## src/rtl/dino_jump_ctrl_if.sv

```systemverilog
// rtl/dino_jump_ctrl_if.sv - control/sprite signal bundle for the dino jump controller
//
// Purpose: groups the per-frame control inputs and the sprite outputs of
// dino_jump_ctrl so the debouncer side and the renderer side share one bundle.
// Signals:
//   frame_tick  1-cycle pulse per video frame
//   jump        debounced jump button level
//   duck        debounced duck button level
//   freeze      game-over hold
//   dino_y      sprite origin Y (signed pixels)
//   select      4-bit pose code
//   airborne    high while the dino is in the air
// Modports:
//   master  drives the control inputs, observes the sprite outputs
//   slave   the controller itself
interface dino_jump_ctrl_if;
  logic        frame_tick;
  logic        jump;
  logic        duck;
  logic        freeze;
  logic [31:0] dino_y;
  logic [3:0]  select;
  logic        airborne;

  modport master (
    output frame_tick, jump, duck, freeze,
    input  dino_y, select, airborne
  );

  modport slave (
    input  frame_tick, jump, duck, freeze,
    output dino_y, select, airborne
  );
endinterface

```

## src/rtl/dino_jump_ctrl.sv

```systemverilog
// rtl/dino_jump_ctrl.sv - per-frame vertical motion and pose controller for the T-Rex sprite
//
// Purpose: captures jump presses, integrates vertical velocity under gravity
// once per frame, runs the leg animation and produces the sprite origin Y and
// pose code for the renderer.
// Ports:
//   clk     system clock
//   rst_n   asynchronous active-low reset
//   bus     dino_jump_ctrl_if.slave:
//             frame_tick, jump, duck, freeze  (in)
//             dino_y, select, airborne        (out, registered)
module dino_jump_ctrl #(
  parameter int GROUND_Y    = 300,
  parameter int JUMP_V      = -20,
  parameter int GRAVITY     = 1,
  parameter int MAX_FALL_V  = 20,
  parameter int ANIM_FRAMES = 6
) (
  input  logic             clk,
  input  logic             rst_n,
  dino_jump_ctrl_if.slave  bus
);

  localparam int AW = (ANIM_FRAMES > 1) ? $clog2(ANIM_FRAMES) : 1;

  localparam logic signed [31:0] GROUND   = 32'(GROUND_Y);
  localparam logic signed [31:0] LAUNCH_Y = 32'(GROUND_Y + JUMP_V);
  localparam logic signed [10:0] LAUNCH_V = 11'(JUMP_V + GRAVITY);
  localparam logic signed [11:0] G_NORM   = 12'(GRAVITY);
  localparam logic signed [11:0] G_FAST   = 12'(3 * GRAVITY);
  localparam logic signed [11:0] V_CAP    = 12'(MAX_FALL_V);
  localparam logic [AW-1:0]      ANIM_LAST = AW'(ANIM_FRAMES - 1);

  localparam logic [3:0] SEL_RUN0  = 4'b0001;
  localparam logic [3:0] SEL_RUN1  = 4'b0010;
  localparam logic [3:0] SEL_DUCK0 = 4'b0100;
  localparam logic [3:0] SEL_DUCK1 = 4'b0101;
  localparam logic [3:0] SEL_AIR   = 4'b1010;
  localparam logic [3:0] SEL_DEAD  = 4'b1111;

  typedef enum logic [1:0] {
    ST_RUN  = 2'd0,
    ST_DUCK = 2'd1,
    ST_AIR  = 2'd2
  } state_t;

  state_t             state_q, state_nxt;
  logic signed [31:0] y_q, y_nxt;
  logic signed [10:0] vel_q, vel_nxt;
  logic [AW-1:0]      anim_q, anim_nxt;
  logic               phase_q, phase_nxt;
  logic               jump_prev_q;
  logic               jump_pend_q, jump_pend_nxt;
  logic [3:0]         select_q, select_nxt;
  logic               airborne_q;

  logic               advance;
  logic               jump_rise;
  logic signed [31:0] vel_ext;
  logic signed [31:0] pos_step;
  logic signed [11:0] vel_sum;

  assign advance   = bus.frame_tick && !bus.freeze;
  assign jump_rise = bus.jump && !jump_prev_q;
  assign vel_ext   = {{21{vel_q[10]}}, vel_q};
  assign pos_step  = y_q + vel_ext;
  // One extra bit so the gravity add cannot wrap before the cap is applied.
  assign vel_sum   = {vel_q[10], vel_q} + (bus.duck ? G_FAST : G_NORM);

  // A press is remembered only until the next frame decision; freeze also
  // discards it so a press during game-over never launches afterwards.
  always_comb begin
    jump_pend_nxt = jump_pend_q;
    if (bus.freeze) begin
      jump_pend_nxt = 1'b0;
    end else if (jump_rise) begin
      jump_pend_nxt = 1'b1;
    end else if (bus.frame_tick) begin
      jump_pend_nxt = 1'b0;
    end
  end

  always_comb begin
    state_nxt = state_q;
    y_nxt     = y_q;
    vel_nxt   = vel_q;
    anim_nxt  = anim_q;
    phase_nxt = phase_q;

    if (advance) begin
      case (state_q)
        ST_RUN, ST_DUCK: begin
          if (anim_q == ANIM_LAST) begin
            anim_nxt  = '0;
            phase_nxt = ~phase_q;
          end else begin
            anim_nxt = anim_q + AW'(1);
          end

          if (jump_pend_q) begin
            state_nxt = ST_AIR;
            y_nxt     = LAUNCH_Y;
            vel_nxt   = LAUNCH_V;
            anim_nxt  = '0;
            phase_nxt = 1'b0;
          end else if (state_q == ST_RUN && bus.duck) begin
            state_nxt = ST_DUCK;
          end else if (state_q == ST_DUCK && !bus.duck) begin
            state_nxt = ST_RUN;
          end
        end

        ST_AIR: begin
          if (pos_step >= GROUND) begin
            // Landing tick never launches again, even with a press pending.
            y_nxt     = GROUND;
            vel_nxt   = '0;
            state_nxt = bus.duck ? ST_DUCK : ST_RUN;
          end else begin
            y_nxt   = (pos_step < 0) ? 32'sd0 : pos_step;
            vel_nxt = (vel_sum > V_CAP) ? V_CAP[10:0] : vel_sum[10:0];
          end
        end

        default: begin
          state_nxt = ST_RUN;
          y_nxt     = GROUND;
          vel_nxt   = '0;
          anim_nxt  = '0;
          phase_nxt = 1'b0;
        end
      endcase
    end
  end

  // Pose follows the post-update state so it lines up with dino_y.
  always_comb begin
    select_nxt = SEL_RUN0;
    if (bus.freeze) begin
      select_nxt = SEL_DEAD;
    end else begin
      case (state_nxt)
        ST_RUN:  select_nxt = phase_nxt ? SEL_RUN1 : SEL_RUN0;
        ST_DUCK: select_nxt = phase_nxt ? SEL_DUCK1 : SEL_DUCK0;
        ST_AIR:  select_nxt = SEL_AIR;
        default: select_nxt = SEL_RUN0;
      endcase
    end
  end

  always_ff @(posedge clk or negedge rst_n) begin
    if (!rst_n) begin
      state_q     <= ST_RUN;
      y_q         <= GROUND;
      vel_q       <= '0;
      anim_q      <= '0;
      phase_q     <= 1'b0;
      jump_prev_q <= 1'b0;
      jump_pend_q <= 1'b0;
      select_q    <= SEL_RUN0;
      airborne_q  <= 1'b0;
    end else begin
      state_q     <= state_nxt;
      y_q         <= y_nxt;
      vel_q       <= vel_nxt;
      anim_q      <= anim_nxt;
      phase_q     <= phase_nxt;
      jump_prev_q <= bus.jump;
      jump_pend_q <= jump_pend_nxt;
      select_q    <= select_nxt;
      airborne_q  <= (state_nxt == ST_AIR);
    end
  end

  assign bus.dino_y   = y_q;
  assign bus.select   = select_q;
  assign bus.airborne = airborne_q;

endmodule
```

## src/flat_wrapper.sv

```systemverilog
// flat-port wrapper written by rule: the top's interface ports become plain ports
module dino_jump_ctrl_flat 
#(
  parameter int GROUND_Y    = 300,
  parameter int JUMP_V      = -20,
  parameter int GRAVITY     = 1,
  parameter int MAX_FALL_V  = 20,
  parameter int ANIM_FRAMES = 6
)
  (clk, rst_n, bus_frame_tick, bus_jump, bus_duck, bus_freeze, bus_dino_y, bus_select, bus_airborne);
  dino_jump_ctrl_if bus_i ();
  input  logic clk;
  input  logic rst_n;
  input wire logic [$bits(bus_i.frame_tick)-1:0] bus_frame_tick;
  input wire logic [$bits(bus_i.jump)-1:0] bus_jump;
  input wire logic [$bits(bus_i.duck)-1:0] bus_duck;
  input wire logic [$bits(bus_i.freeze)-1:0] bus_freeze;
  output wire logic [$bits(bus_i.dino_y)-1:0] bus_dino_y;
  output wire logic [$bits(bus_i.select)-1:0] bus_select;
  output wire logic [$bits(bus_i.airborne)-1:0] bus_airborne;
  assign bus_i.frame_tick = bus_frame_tick;
  assign bus_i.jump = bus_jump;
  assign bus_i.duck = bus_duck;
  assign bus_i.freeze = bus_freeze;
  assign bus_dino_y = bus_i.dino_y;
  assign bus_select = bus_i.select;
  assign bus_airborne = bus_i.airborne;
  dino_jump_ctrl #(.GROUND_Y(GROUND_Y), .JUMP_V(JUMP_V), .GRAVITY(GRAVITY), .MAX_FALL_V(MAX_FALL_V), .ANIM_FRAMES(ANIM_FRAMES)) u_core (.clk(clk), .rst_n(rst_n), .bus(bus_i));
endmodule
```

## config.mk

```make
export PLATFORM = sky130hd
export DESIGN_NAME = dino_jump_ctrl_flat
export DESIGN_NICKNAME = d
export VERILOG_FILES = /design/src/rtl/dino_jump_ctrl_if.sv /design/src/rtl/dino_jump_ctrl.sv /design/src/flat_wrapper.sv
export SDC_FILE = /design/constraint.sdc
export NUM_CORES = 1
export LEC_CHECK = 0
export ABC_AREA = 1
export CELL_PAD_IN_SITES_DETAIL_PLACEMENT = 1
export CELL_PAD_IN_SITES_GLOBAL_PLACEMENT = 1
export CORE_MARGIN = 2
export CORE_UTILIZATION = 45
export CTS_CLUSTER_SIZE = 30
export DETAILED_ROUTE_END_ITERATION = 6
export PLACE_DENSITY_LB_ADDON = 0.15
export REMOVE_ABC_BUFFERS = 1
export SKIP_LAST_GASP = 1
export SYNTH_ARGS = -nofsm -noshare
export SYNTH_HDL_FRONTEND = slang
export SYNTH_SLANG_ARGS = --single-unit
```

## constraint.sdc

```tcl
create_clock -name clk -period 9.1 [get_ports clk]
set_clock_uncertainty 0.15 [all_clocks]
set_input_delay 1.82 -clock clk [delete_from_list [all_inputs] [get_ports clk]]
set_output_delay 1.82 -clock clk [all_outputs]
set_load 0.02 [all_outputs]
```

==> summary.txt <==
Placement
  • Buffers on Ports: 41
  • Gpl congestion: 0.885
  • HPWL after DPL: 12,400 um
  • Setup Slack @ Placement: 4.43 ns

Critical path
  • CP peak stage delay: 0.49 ns
  • CP arrival: 4.42 ns
  • Maximum fanout along the worst path: 3
  • Crit path buffers/inverters: 2
  • Critical Path Source Type: primary input
  • Worst EP required: 9.17 ns
  • Crit-path cells: clkdlybuf4s50_1 > fa_1 > nand3_1 > nand3b_1 > nor2_1 > nand2_1 > xor2_1 > o21ai_0 > nor2_1 > nand3_1 > and2_1 > inv_1 > a21oi_1 > o21ai_1 > o21ai_0
  • Crit path max-delay family: simple AND/OR/NAND/NOR gates
  • Slowest CP cell: clkdlybuf4s50_1
  • Worst Setup End Kind: flip-flop
  • CP Class: primary input to flip-flop

CTS
  • Clock latency on the worst-skew pair: 0.35 ns
  • Clk sinks: 55
  • Inserted Clock Buffers: 5
  • CTS Hold Bufs: 0
  • Worst-case clock buffer depth: 2
  • CTS H-tree depth: 2
  • CTS tree: done
  • Resized Gates After CTS: 0
  • Setup bufs post-CTS: 0
  • Clk root buf: clkbuf_8
  • CTS clk-pin slew, worst paths: 0.11 ns

Layout
  • FILL cells: 1,538
  • FF/Latch Area: 0.00138 mm2
  • Fin nets: 890
  • ANT cells: 0
  • Area of the multi-input gates: 0.00297 mm2
  • Area Growth Syn to Fin: 13.0%
  • Share of layout cells above drive strength 1: 6.47%
  • Util after Layout: 52.1%

GRT
  • Grt total ovfl: 0
  • Largest net degree at the start of global routing: 56
  • Vias in the first global route: 5,408
  • First-pass GRT wire length: 25,600 um
  • GRT Total Usage: 27.5%
  • Initial antenna violation count: 0

Floorplanning
  • Core area: 0.0108 mm2
  • Site row count: 38
  • Area of the die: 0.0120 mm2
  • I/O pin count: 43
  • Initial core utilization: 46.1%
  • DIE WIDTH: 109 um
  • Die Height: 109 um

Run status
  • Outcome: finished, final reports clean

Synth
  • Post-synth EDFFs: 0
  • Part of the Yosys area used for sequential elements: 27.7%
  • Mean Syn Cell Area: 6.19 um2
  • Synth Instances: 807
  • FF+latch count, synth: 55
  • Netlist Area Pre-Place: 0.00500 mm2
  • Post-synth ARST share: 100%
  • Most used DFF post-synth: dfrtp_1
  • Synth cell types: 43
  • Yosys warns: 0

Route
  • Routed WL: 15,500 um
  • Remaining DRCs: 0
  • DR iter-0 viols: 165
  • DR vias/cell: 5.13
  • Initial DRT Pass Iterations: 4
  • Metal2 WL: 8140 um
  • Post-DRT Antenna Nets: 0
  • Via count: 5,077
  • Post-Route M1 WL: 6560 um
  • Wire per inst: 15.7 um
  • Max layer used: met4
  • Met3 wire length: 356 um

Timing
  • RSZ-0062 raised after global routing: no
  • Final hold viol count: 0
  • Worst slew pin tran: 1.09 ns
  • Tcrit/Tclk final: 47.8%
  • Slew headroom: 27.6%
  • Final setup fails: 0
  • Setup TNS: 0 ns
  • Hold_ws: 0.361 ns
  • Slew Viols, Final: 0
  • Max Freq: 230 MHz
  • Crit path time final: 4.35 ns
  • Setup WS post-layout: 4.75 ns

Power and ir drop
  • Leakage: 3.15 nW
  • Pwr dens: 232 mW/mm2
  • VDD IR max: 0.138 mV

Run
  • Number of max-cap violations: 0

Hold path
  • Hold crit path type: flip-flop to flip-flop
worst paths after layout:
path / start / end / slack (ns) / depth (start not counted)
max in group asynchronous: rst_n / u_core.phase_q / 6.87 / 2
setup reg to reg: u_core.vel_q[10] / u_core.bus.select[0] / 4.99 / 20
hold reg to reg: u_core.jump_prev_q / u_core.jump_pend_q / 0.36 / 3
hold / removal: u_core.jump_prev_q / u_core.jump_pend_q / 0.36 / 3
min in group asynchronous: rst_n / u_core.bus.dino_y[14] / 1.44 / 2
setup / recovery: bus_duck / u_core.vel_q[2] / 4.75 / 15
logic make-up after synthesis:
group	after synthesis	synth area share, %
xor gates and xnor gates	20	3.65
and+or+nand+nor	461	39.0
adders and majority gates	35	9.06
DFF	55	27.7
other	1	0.0750
AOI/OAI and AO/OA	67	7.59
buffers and inverters	168	12.9
synth_stat cells, drive strengths merged, types with 2 or more instances:
master | instances | area share, %
nand2 | 297 | 23
inv | 160 | 12
nor2 | 88 | 7.1
dfrtp | 50 | 25
nand3 | 44 | 4.9
ha | 33 | 8.3
a21oi | 30 | 3.1
o21ai | 25 | 2.7
xor2 | 18 | 3.3
nand4 | 13 | 1.6
nor3 | 7 | 1.0
and2 | 5 | 0.63
clkbuf | 5 | 0.38
dfstp | 5 | 2.6
nand3b | 4 | 0.60
o21bai | 4 | 0.60
buf | 3 | 0.48
fa | 2 | 0.80
o22ai | 2 | 0.25
or2 | 2 | 0.25
xnor2 | 2 | 0.35
where the power goes:
part           internal, W  total (W)  switching (W)  leakage [nW]
combinational     0.000263   0.000767       0.000504          2.39
clock            0.0000575   0.000162       0.000104        0.0467
sequential        0.000300   0.000381      0.0000814         0.712
layout make-up:
type	count	area share (%)
timing repair buffer	43	7.44
inverter	160	10.7
clock buffer	5	1.22
clock inverter	3	0.487
sequential	55	24.5
tap	140	3.10
multi-input combinational	584	52.6
per-stage QoR:
step | std cells | power, W | instance area (um2)
2_1_floorplan | 799 | 0.000897 | 4960
3_3_place_gp | 982 | 0.00111 | 5550
3_5_place_dp | 982 | 0.00115 | 5550
4_1_cts | 990 | 0.00131 | 5650
5_1_grt | 990 | 0.00142 | 5650
6_report | 990 | 0.00131 | 5650
worst register-to-register path, cell delays in order (launching register included):
cell     delay [ns]
dfrtp_1        1.08
ha_1           0.48
nand2_1        0.12
inv_1          0.06
nand2_1        0.06
nand2_1        0.07
a21oi_1        0.21
nor2_1         0.07
nor2_1         0.18
nand2_1        0.12
nand2_1        0.10
nand3_2        0.09
xor2_2         0.33
nand2_2        0.15
nand2_2        0.28
nand2_1        0.08
nand2_1        0.17
nand2_1        0.08
nand2_1        0.09
nand2_1        0.06
nand2_1        0.05
layer usage:
layer	global-route usage, %	vias to the layer above
met3	3.62	25
met4	10.8	0
met1	31.0	2440
met2	51.9	69
met5	0	-
li1	-	2543
sequential cells by signal, indices dropped and copies added (netlist names):
signal,cells
u_core.phase_q,1
u_core.bus.dino_y,31
u_core.jump_prev_q,1
u_core.jump_pend_q,1
u_core.anim_q,3
u_core.bus.airborne,1
u_core.bus.select,4
u_core.vel_q,11
u_core.state_q,2
cell usage in the layout (no fill, tap or decap), types with 2 or more instances in the layout:
| cell | netlist | layout |
|---|---|---|
| nand2_1 | 287 | 287 |
| inv_1 | 155 | 155 |
| nor2_1 | 80 | 79 |
| dfrtp_1 | 50 | 50 |
| clkdlybuf4s50_1 | 0 | 40 |
| nand3_1 | 39 | 39 |
| ha_1 | 33 | 33 |
| a21oi_1 | 29 | 29 |
| xor2_1 | 17 | 17 |
| o21ai_0 | 14 | 14 |
| nand4_1 | 13 | 13 |
| nand2_2 | 10 | 10 |
| nor2_2 | 7 | 8 |
| o21ai_1 | 8 | 8 |
| nand3_2 | 5 | 5 |
| clkbuf_8 | 0 | 5 |
| dfstp_2 | 5 | 5 |
| inv_2 | 4 | 4 |
| and2_1 | 4 | 4 |
| o21bai_1 | 4 | 4 |
| nor3_1 | 4 | 4 |
| nand3b_1 | 4 | 4 |
| nor3_2 | 3 | 3 |
| o21ai_2 | 3 | 3 |
| xnor2_1 | 2 | 2 |
| or2_2 | 2 | 2 |
| o22ai_1 | 2 | 2 |
| fa_1 | 2 | 2 |
| buf_4 | 1 | 2 |
(Power assumes the default switching activity.)
